**src/rtl/phy_rx_pkg.sv**
```systemverilog
// Shared types and widths for the serial receive path (framer + word assembly).
package phy_rx_pkg;

  typedef enum logic [1:0] {SEARCH, ALIGN, ACTIVE} rx_state_e;

  localparam logic [7:0] COMMA_DEFAULT = 8'hBC;

  localparam int BIT_CNT_W   = 3;
  localparam int COMMA_CNT_W = 4;
  localparam int BYTE_IDX_W  = 2;

endpackage

```
**src/rtl/phy_rx_byte_framer.sv**
```systemverilog
// Bit-granular comma hunt, byte alignment and lock for one serial lane.
// Emits a byte strobe every 8 bits once aligned; lock is sticky until reset.
module phy_rx_byte_framer
  import phy_rx_pkg::*;
#(
  parameter logic [7:0] COMMA      = COMMA_DEFAULT,
  parameter int         LOCK_COUNT = 4
) (
  input  logic       clk_32f,
  input  logic       reset,
  input  logic       data_in,
  output logic [7:0] rx_byte,
  output logic       byte_stb,
  output logic       locked
);

  localparam logic [BIT_CNT_W-1:0]   LAST_BIT = '1;
  localparam logic [COMMA_CNT_W-1:0] LOCK_CNT = COMMA_CNT_W'(LOCK_COUNT);

  rx_state_e                state, state_nxt;
  logic [7:0]               sr;
  logic [BIT_CNT_W-1:0]     bit_cnt, bit_cnt_nxt;
  logic [COMMA_CNT_W-1:0]   comma_cnt, comma_cnt_nxt;
  logic                     comma_seen;

  assign comma_seen = (sr == COMMA);

  always_ff @(posedge clk_32f or posedge reset) begin
    if (reset) begin
      state     <= SEARCH;
      sr        <= '0;
      bit_cnt   <= '0;
      comma_cnt <= '0;
    end else begin
      state     <= state_nxt;
      sr        <= {sr[6:0], data_in};
      bit_cnt   <= bit_cnt_nxt;
      comma_cnt <= comma_cnt_nxt;
    end
  end

  // A match in SEARCH means sr already holds a whole comma, so the bit
  // sampled on that same edge is bit 0 of the next byte.
  always_comb begin
    state_nxt     = state;
    bit_cnt_nxt   = bit_cnt;
    comma_cnt_nxt = comma_cnt;
    case (state)
      SEARCH: begin
        bit_cnt_nxt = '0;
        if (comma_seen) begin
          comma_cnt_nxt = COMMA_CNT_W'(1);
          state_nxt     = (LOCK_COUNT == 1) ? ACTIVE : ALIGN;
        end
      end
      ALIGN: begin
        bit_cnt_nxt = bit_cnt + 1'b1;
        if (bit_cnt == LAST_BIT) begin
          if (comma_seen) begin
            comma_cnt_nxt = comma_cnt + 1'b1;
            if (comma_cnt + 1'b1 == LOCK_CNT) state_nxt = ACTIVE;
          end else begin
            comma_cnt_nxt = '0;
            bit_cnt_nxt   = '0;
            state_nxt     = SEARCH;
          end
        end
      end
      ACTIVE:  bit_cnt_nxt = bit_cnt + 1'b1;
      default: state_nxt = SEARCH;
    endcase
  end

  always_comb begin
    byte_stb = (state != SEARCH) && (bit_cnt == LAST_BIT);
    locked   = (state == ACTIVE);
    rx_byte  = sr;
  end

endmodule

```
**src/rtl/phy_rx_deserializer.sv**
```systemverilog
// Serial lane receiver: framer lock plus MSB-byte-first word assembly,
// with a one-cycle valid strobe per word and a pulse on truncated words.
module phy_rx_deserializer
  import phy_rx_pkg::*;
#(
  parameter logic [7:0] COMMA      = COMMA_DEFAULT,
  parameter int         LOCK_COUNT = 4,
  parameter int         WORD_BYTES = 4
) (
  input  logic                    clk_32f,
  input  logic                    reset,
  input  logic                    data_in,
  output logic [8*WORD_BYTES-1:0] data_out,
  output logic                    valid_out,
  output logic                    active,
  output logic                    word_err
);

  localparam int                    BUF_W    = 8 * (WORD_BYTES - 1);
  localparam logic [BYTE_IDX_W-1:0] LAST_IDX = BYTE_IDX_W'(WORD_BYTES - 1);

  logic [7:0]            rx_byte;
  logic                  byte_stb, locked, data_stb;
  logic [BUF_W-1:0]      word_buf;
  logic [BYTE_IDX_W-1:0] byte_idx;

  phy_rx_byte_framer #(
    .COMMA      (COMMA),
    .LOCK_COUNT (LOCK_COUNT)
  ) u_framer (
    .clk_32f  (clk_32f),
    .reset    (reset),
    .data_in  (data_in),
    .rx_byte  (rx_byte),
    .byte_stb (byte_stb),
    .locked   (locked)
  );

  assign active   = locked;
  assign data_stb = byte_stb & locked;

  // Earlier bytes shift up through word_buf, so the first byte lands in the MSBs.
  always_ff @(posedge clk_32f or posedge reset) begin
    if (reset) begin
      data_out  <= '0;
      valid_out <= 1'b0;
      word_err  <= 1'b0;
      word_buf  <= '0;
      byte_idx  <= '0;
    end else begin
      valid_out <= 1'b0;
      word_err  <= 1'b0;
      if (data_stb) begin
        if (rx_byte == COMMA) begin
          if (byte_idx != '0) begin
            word_err <= 1'b1;
            byte_idx <= '0;
          end
        end else if (byte_idx == LAST_IDX) begin
          data_out  <= {word_buf, rx_byte};
          valid_out <= 1'b1;
          byte_idx  <= '0;
        end else begin
          word_buf <= {word_buf[BUF_W-9:0], rx_byte};
          byte_idx <= byte_idx + 1'b1;
        end
      end
    end
  end

endmodule

```
**config.mk**
```make
export PLATFORM = sky130hd
export DESIGN_NAME = phy_rx_deserializer
export DESIGN_NICKNAME = d
export VERILOG_FILES = /design/src/rtl/phy_rx_pkg.sv /design/src/rtl/phy_rx_byte_framer.sv /design/src/rtl/phy_rx_deserializer.sv
export SDC_FILE = /design/constraint.sdc
export NUM_CORES = 1
export LEC_CHECK = 0
export CORE_AREA = 2 2 73 103
export DETAILED_ROUTE_END_ITERATION = 8
export DIE_AREA = 0 0 75 105
export GPL_TIMING_DRIVEN = 0
export PLACE_DENSITY = 0.77
export SYNTH_ARGS = -nofsm -noshare
export SYNTH_HDL_FRONTEND = slang
export SYNTH_HIERARCHICAL = 1
export SYNTH_SLANG_ARGS = --single-unit
```
**constraint.sdc**
```tcl
create_clock -name clk_32f -period 1.88 [get_ports clk_32f]
set_input_delay 0.376 -clock clk_32f [delete_from_list [all_inputs] [get_ports clk_32f]]
set_output_delay 0.376 -clock clk_32f [all_outputs]
set_load 0.02 [all_outputs]
```
==> metrics.json, run 1 <==
{
  "syn_to_final_growth": {"value": 27.2, "unit": "%"},
  "setup_total_negative_slack": {"value": -4.78, "unit": "ps"},
  "yosys_warnings": {"value": 6},
  "dp.final_hpwl": {"value": 4.31, "unit": "mm"},
  "ff2ff_path_depth": {"value": 9},
  "portion_of_the_clock_cycle_consumed_by_the_worst_path_in_the_final_layout": {"value": 100, "unit": "%"},
  "timing.critical_path.slowest_cell_delay": {"value": 360, "unit": "ps"},
  "cts_inserted_buffers": {"value": 9},
  "clk-insertion-delay-late": {"value": 350, "unit": "ps"},
  "clock-sinks": {"value": 77},
  "power.density_cell_area": {"value": 677, "unit": "nW/um2"},
  "irDropWorstVdd": {"value": 0.378, "unit": "mV"},
  "grt_start_max_net_pins": {"value": 45},
  "synth-edff-count": {"value": 0},
  "hold_path_class": {"value": "input pin to async pin"},
  "postSynthCellCount": {"value": 229},
  "floorplan.rows": {"value": 36},
  "synth.net_count": {"value": 242},
  "violations": {"value": "setup timing"},
  "critPathMaxFanout": {"value": 10},
  "yosys-top-cells-area": {"value": "dfrtp_1 57%, mux2_4 13%, mux2_1 6.3%"},
  "critical_path.slowest_cell": {"value": "dfrtp_1"},
  "netlist.top_cell.by_area": {"value": "dfrtp_1"},
  "ys_seq_area_share": {"value": 56.8, "unit": "%"},
  "hold_buffers": {"value": 0},
  "cp-start-kind": {"value": "flop"},
  "worstPathCellList": {"value": "ha_2, ha_4, inv_4, nor2_4, nand2_4, a211o_1, buf_6, buf_12, mux2_4"},
  "worstMarginPinSlew": {"value": 675, "unit": "ps"},
  "fp.dieArea": {"value": 7880, "unit": "um2"},
  "tritoncts": {"value": "yes"},
  "ff2ff_setup_slack": {"value": -3, "unit": "ps"},
  "post_dp_cell_area": {"value": 4000, "unit": "um2"},
  "ant_nets": {"value": 0},
  "layout.cells.most_common_list": {"value": "77 x dfrtp_1, 47 x mux2_4, 36 x clkdlybuf4s50_1"},
  "fraction_of_final_layout_cells_with_drive_strength_greater_than_1": {"value": 37.1, "unit": "%"},
  "height_of_the_chip": {"value": 105, "unit": "um"},
  "fin_util": {"value": 62.6, "unit": "%"},
  "ioPinCount": {"value": 38},
  "worstSetupEndpointType": {"value": "flop"},
  "fmax": {"value": 531, "unit": "MHz"},
  "global_route.overflow_total": {"value": 0},
  "routed_length_per_placed_instance": {"value": 16.1, "unit": "um"},
  "viasPerCell": {"value": 5.11},
  "vias_in_the_first_global_route": {"value": 2094},
  "grt_antenna_before_repair": {"value": 0},
  "final_count_of_pins_violating_max_slew": {"value": 0},
  "ys_ff_latch": {"value": 77},
  "total_leakage_power": {"value": 2.10, "unit": "nW"},
  "run_status": {"value": "finished with violations"},
  "whs": {"value": 336, "unit": "ps"},
  "die_w": {"value": 75, "unit": "um"},
  "htreeDepth": {"value": 3},
  "setup-violations-final": {"value": 2},
  "clk_transition_reported_paths": {"value": 80, "unit": "ps"},
  "groute.usage.overall": {"value": 17.8, "unit": "%"},
  "layout.cells.most_common": {"value": "dfrtp_1"},
  "average_instance_area_after_synthesis": {"value": 14.8, "unit": "um2"},
  "timing.critical_path.from": {"value": "u_framer/bit_cnt[0]"},
  "coreArea": {"value": 6890, "unit": "um2"},
  "finalHoldViolCount": {"value": 0},
  "timing.final.crit_period": {"value": 1880, "unit": "ps"},
  "crit_path_kind": {"value": "flop to flop"},
  "dpl_worst_slack": {"value": -307, "unit": "ps"},
  "drt_first_iter_violations": {"value": 78},
  "grt_first_pass_wirelength": {"value": 10.5, "unit": "mm"},
  "routed-via-count": {"value": 1988},
  "antenna-diode-count": {"value": 0},
  "top_usage_layer": {"value": "met2"},
  "finalWorstSetupSlack": {"value": -3.45, "unit": "ps"},
  "async_reset_ff_share": {"value": 100, "unit": "%"},
  "yosysTopAreaCellShare": {"value": 56.8, "unit": "%"},
  "crit_reg_reg_endpoint": {"value": "data_out[5]"},
  "stdcell_area": {"value": 4310, "unit": "um2"},
  "cts_root_buffer": {"value": "clkbuf_8"},
  "timing.rr.start": {"value": "u_framer/bit_cnt[0]"},
  "max_slew_margin": {"value": 55.0, "unit": "%"},
  "groute.layer.met1.usage": {"value": 21.2, "unit": "%"},
  "grt_setup_unrepaired": {"value": "yes"},
  "arrival_worst_endpoint": {"value": 2120, "unit": "ps"},
  "grt_use_met2": {"value": 29.3, "unit": "%"},
  "place.port_buffers": {"value": 37},
  "nNetsFinal": {"value": 302},
  "netlist-cell-type-count": {"value": 45},
  "routed_wl": {"value": 6.25, "unit": "mm"},
  "initial_utilization": {"value": 49.2, "unit": "%"},
  "netlist_area_before_placement": {"value": 3390, "unit": "um2"},
  "synth-main-ff-cell": {"value": "dfrtp_1"},
  "drc": {"value": 0},
  "fin_worst_skew": {"value": 7.53, "unit": "ps"},
  "place_congestion": {"value": 0.812},
  "groute.layer.met3.usage": {"value": 5.69, "unit": "%"},
  "clock_tree.buffer_depth": {"value": 2},
  "timing.critical_path.required": {"value": 2120, "unit": "ps"},
  "maxCapViolations": {"value": 0},
  "first_pass_detailed_route_iteration_total": {"value": 4}
}
## worst max-delay path: cells and delay by family (launching register included)
family | cells | cell delay, ps
AO/OA/AOI/OAI | 1 | 240
buffers and inverters | 3 | 340
adder cells (fa/ha/maj) | 2 | 340
AND/OR/NAND/NOR | 2 | 180
flip-flops | 1 | 360
multiplexers | 1 | 300
## state kept, by name, indices dropped and copies added (netlist names)
name and cells:
data_out 32, word_buf 24, u_framer/rx_byte 8, u_framer/comma_cnt 4, u_framer/bit_cnt 3, byte_idx 2, u_framer/state 2, valid_out 1
word_err 1
## layer usage
metal / routed length (um) / vias up
met5: 0 / -
met1: 2590 / 1008
li1: - / 936
met4: 86 / 0
met2: 3370 / 36
met3: 212 / 8
## cell usage after synthesis, types with 2 or more instances
cell type	n
nor3_1	3
nand3b_1	2
o21ai_1	2
mux2_4	29
mux2_2	9
a211o_1	2
nor2_1	3
a21oi_1	5
o21a_1	2
o2bb2ai_1	2
o211ai_1	2
nand3_1	2
ha_1	10
nor2b_1	2
mux2_1	19
o21ai_0	2
buf_4	2
buf_6	6
inv_1	13
nand2_1	11
dfrtp_1	77
## layout make-up
class | count | area [um2]
Inverter | 13 | 51.3
Fill cell | 523 | 2580
Timing Repair Buffer | 50 | 483
Buffer | 9 | 129
Sequential cell | 77 | 1930
Clock buffer | 10 | 128
Clock inverter | 6 | 48.8
Multi-Input combinational cell | 129 | 1430
Tap cell | 95 | 119
## repair_timing
item / CTS / global route
pin swaps: 3 / 0
setup buffers: 10 / 2
resized for setup: 10 / 11
cloned: 1 / 0
endpoints found under the setup margin: 55 / 58
## metrics by stage
step	instances	total power [mW]
after floorplan	229	1.79
after global placement	361	1.82
after detailed placement	362	1.83
after CTS	389	2.95
final	389	2.92
after global routing	389	3.03
## cells by family after synthesis
logic type / synth area share (%)
flip-flops: 56.8
multiplexers: 22.4
AND/OR/NAND/NOR: 6.27
AO/OA/AOI/OAI: 6.35
buffers and inverters: 4.43
adder cells (fa/ha/maj): 3.69
## report_power, final
group / internal (mW) / switching [mW]
clock network: 0.488 / 0.634
registers: 1.67 / 0.0155
logic: 0.0422 / 0.0757
## worst max-delay path by stage
stage,endpoint,slack (ps)
6_report,data_out[5],-3
4_1_cts,data_out[31],-20
3_5_place_dp,word_buf[8],-310
2_1_floorplan,word_buf[10],-50
5_1_grt,data_out[5],-60
3_3_place_gp,valid_out,-1030
Note: power is estimated with default switching activity, not from simulation.
==> inputs of run 2 (changes only) <==
- CORE_AREA: 2 2 73 103 -> 2 2 66 114
- DIE_AREA: 0 0 75 105 -> 0 0 68 116
==> run 2 against run 1 <==
The flow still finishes with violations (setup timing). Via count grew 2.9%. First-iteration DRC count increased by 81%. Worst setup slack worse by 39 ps. Hold slack better by 29 ps. Highest routed layer unchanged. Critical path type unchanged. Utilization increased by 2.1 points. Die area is 0.17% higher. Total power up 28%. Critical path depth unchanged. Largest cell class unchanged. Largest power group is now clock. Count of clock-buffer cells in the layout unchanged.
==> metrics.json, run 2 (synthesis results as in run 1) <==
{
  "run_status": {"value": "finished with violations"},
  "violations": {"value": "setup timing"},
  "clk_transition_reported_paths": {"value": 60, "unit": "ps", "change": "-20 ps"},
  "final_count_of_pins_violating_max_slew": {"value": 0, "change": "unchanged"},
  "hold_buffers": {"value": 0, "change": "unchanged"},
  "largest_register_ffs": {"value": 32, "change": "unchanged"},
  "hold_path_class": {"value": "input pin to async pin"},
  "height_of_the_chip": {"value": 116, "unit": "um", "change": "+10%"},
  "worstPathCellList": {"value": "ha_2, ha_4, inv_2, nor2_4, nand2_4, a211o_1, buf_6, buf_12, mux2_4"},
  "timing.critical_path.slowest_cell_delay": {"value": 350, "unit": "ps", "change": "about the same"},
  "cts_root_buffer": {"value": "clkbuf_16"},
  "crit_path_kind": {"value": "flop to flop"},
  "critical_path_buf_inv_count": {"value": 3, "change": "unchanged"},
  "maxCapViolations": {"value": 0, "change": "unchanged"},
  "clk-insertion-delay-late": {"value": 340, "unit": "ps", "change": "about the same"},
  "timing.critical_path.required": {"value": 2090, "unit": "ps", "change": "-30 ps"},
  "place.port_buffers": {"value": 37, "change": "unchanged"},
  "power.density_cell_area": {"value": 839, "unit": "nW/um2", "change": "+24%"},
  "routed_wl": {"value": 6.38, "unit": "mm", "change": "+2.1%"},
  "groute.usage.overall": {"value": 17.9, "unit": "%", "change": "+0.19 points"},
  "tritoncts": {"value": "yes"},
  "top_register": {"value": "data_out"},
  "drt_first_iter_violations": {"value": 141, "change": "+81%"},
  "vias_in_the_first_global_route": {"value": 2052, "change": "-2.0%"},
  "placed_cells": {"value": 351, "change": "-3.0%"},
  "cts_inserted_buffers": {"value": 9, "change": "unchanged"},
  "layout.cells.most_common": {"value": "dfrtp_1"},
  "worstMarginPinSlew": {"value": 686, "unit": "ps", "change": "+10.8 ps"},
  "dp.final_hpwl": {"value": 4.28, "unit": "mm", "change": "-0.65%"},
  "cpLargestDelayFamily": {"value": "buffers and inverters"},
  "area.sequential": {"value": 1930, "unit": "um2", "change": "unchanged"},
  "viasPerCell": {"value": 5.38, "change": "+5.4%"},
  "portion_of_the_clock_cycle_consumed_by_the_worst_path_in_the_final_layout": {"value": 102, "unit": "%", "change": "+2.1 points"},
  "total_leakage_power": {"value": 2.20, "unit": "nW", "change": "+4.4%"},
  "fraction_of_final_layout_cells_with_drive_strength_greater_than_1": {"value": 36.1, "unit": "%", "change": "-0.93 points"},
  "routed_length_per_placed_instance": {"value": 16.8, "unit": "um", "change": "+4.5%"},
  "fmax": {"value": 520, "unit": "MHz", "change": "-2.0%"},
  "grt_setup_unrepaired": {"value": "yes"},
  "nNetsFinal": {"value": 304, "change": "+0.66%"},
  "timing.final.crit_period": {"value": 1920, "unit": "ps", "change": "+39.1 ps"},
  "initial_utilization": {"value": 49.1, "unit": "%", "change": "-0.11 points"},
  "ff2ff_setup_slack": {"value": -40, "unit": "ps", "change": "-40 ps"},
  "antenna-diode-count": {"value": 0, "change": "unchanged"},
  "multi_input_comb_area": {"value": 1410, "unit": "um2", "change": "-1.2%"},
  "ioPinCount": {"value": 38, "change": "unchanged"},
  "floorplan.rows": {"value": 40, "change": "+11%"},
  "finalWorstSetupSlack": {"value": -42.6, "unit": "ps", "change": "-39.1 ps"},
  "first_pass_detailed_route_iteration_total": {"value": 4, "change": "unchanged"},
  "clock_tree.buffer_depth": {"value": 2, "change": "unchanged"},
  "fin_worst_skew": {"value": 8.77, "unit": "ps", "change": "+1.24 ps"},
  "clock-sinks": {"value": 77, "change": "unchanged"},
  "worstSetupEndpointType": {"value": "flop"},
  "arrival_worst_endpoint": {"value": 2140, "unit": "ps", "change": "+20 ps"},
  "critical_path.slowest_cell": {"value": "dfrtp_1"},
  "grt_antenna_before_repair": {"value": 0, "change": "unchanged"},
  "ant_nets": {"value": 0, "change": "unchanged"},
  "fp.dieArea": {"value": 7890, "unit": "um2", "change": "+0.17%"},
  "fillers": {"value": 476, "change": "-9.0%"},
  "syn_to_final_growth": {"value": 31.8, "unit": "%"},
  "whs": {"value": 364, "unit": "ps", "change": "+28.7 ps"},
  "drc": {"value": 0, "change": "unchanged"},
  "grt_start_max_net_pins": {"value": 45, "change": "unchanged"},
  "global_route.overflow_total": {"value": 0, "change": "unchanged"},
  "die_w": {"value": 68, "unit": "um", "change": "-9.3%"},
  "htreeDepth": {"value": 3, "change": "unchanged"},
  "irDropWorstVdd": {"value": 0.524, "unit": "mV", "change": "+39%"},
  "routed-via-count": {"value": 2046, "change": "+2.9%"},
  "place_congestion": {"value": 0.862, "change": "+6.2%"},
  "coreArea": {"value": 6910, "unit": "um2", "change": "+0.22%"},
  "post-layout-total-power": {"value": 3.75, "unit": "mW", "change": "+28%"},
  "cp-start-kind": {"value": "flop"},
  "critPathMaxFanout": {"value": 10, "change": "unchanged"},
  "max_slew_margin": {"value": 54.2, "unit": "%", "change": "-0.72 points"},
  "setup-violations-final": {"value": 45, "change": "+43"},
  "grt_first_pass_wirelength": {"value": 10.3, "unit": "mm", "change": "-1.9%"},
  "layout.cells.most_common_list": {"value": "77 x dfrtp_1, 45 x mux2_4, 36 x clkdlybuf4s50_1"},
  "finalHoldViolCount": {"value": 0, "change": "unchanged"},
  "instances_no_fill": {"value": 380, "change": "-2.3%"}
}
## run 2: cell types whose count changed in the layout (fill, tap and decap cells not counted), sizes merged
| cell | before | now |
|---|---|---|
| bufinv | 0 | 3 |
| clkinvlp | 3 | 1 |
| buf | 22 | 23 |
| dlygate4sd2 | 0 | 1 |
| inv | 14 | 13 |
## run 2: per-stage QoR
stage / setup TNS, ps / setup slack [ps] / area (um2) / utilization, %
2_1_floorplan: -896 / -52.6 / 3490 / -
3_3_place_gp: -67340 / -1010 / 3960 / 57.4
3_5_place_dp: -8470 / -308 / 3980 / 57.7
4_1_cts: -301 / -20.1 / 4430 / 64.1
5_1_grt: -3380 / -91.2 / 4470 / 64.7
6_report: -1080 / -42.6 / 4470 / 64.7
## run 2: repair_timing
action	CTS	global route
gates resized for setup	8	6
gates cloned	1	0
endpoints found under the setup margin	55	57
pin swaps	2	2
hold endpoints to repair	0	0
setup buffers	10	3
## run 2: layout make-up
| class | instances | share of cell area [%] |
|---|---|---|
| plain buffers | 10 | 3.19 |
| well taps | 84 | 2.35 |
| clock inverters | 6 | 2.49 |
| clock buffers | 10 | 5.12 |
| repair buffers | 51 | 11.1 |
| flip-flops and latches | 77 | 43.1 |
| multi-input cells | 129 | 31.6 |
| inverters | 13 | 1.09 |
## run 2: power breakdown
part / internal (mW) / total, mW / switching, mW
combinational: 0.0421 / 0.118 / 0.0761
clock: 1.30 / 1.95 / 0.652
sequential: 1.67 / 1.69 / 0.0166
total: 3.01 / 3.75 / 0.744
## run 2: worst paths after layout
path	start	to	cells after the start
min	reset	data_out[8]	2
min in group clk_32f	u_framer/rx_byte[2]	u_framer/rx_byte[3]	0
max	u_framer/bit_cnt[1]	data_out[5]	9
min reg2reg	u_framer/rx_byte[2]	u_framer/rx_byte[3]	0
max in group asynchronous	reset	u_framer/bit_cnt[2]	2
max reg2reg	u_framer/bit_cnt[1]	data_out[5]	9
## run 2: metal layers
| layer | track usage [%] | part of all wire, % | vias up |
|---|---|---|---|
| met5 | 0 | 0 | - |
| met4 | 8.80 | 2.7 | 0 |
| met3 | 5.15 | 3.5 | 16 |
| met2 | 30.7 | 55 | 50 |
| met1 | 19.8 | 39 | 1047 |
| li1 | - | - | 933 |
==> inputs of run 3 (changes only) <==
- HOLD_SLACK_MARGIN: not set -> 0.02
==> results of run 3 <==
The final DEF is identical to that of run 2; final timing and power are the same.
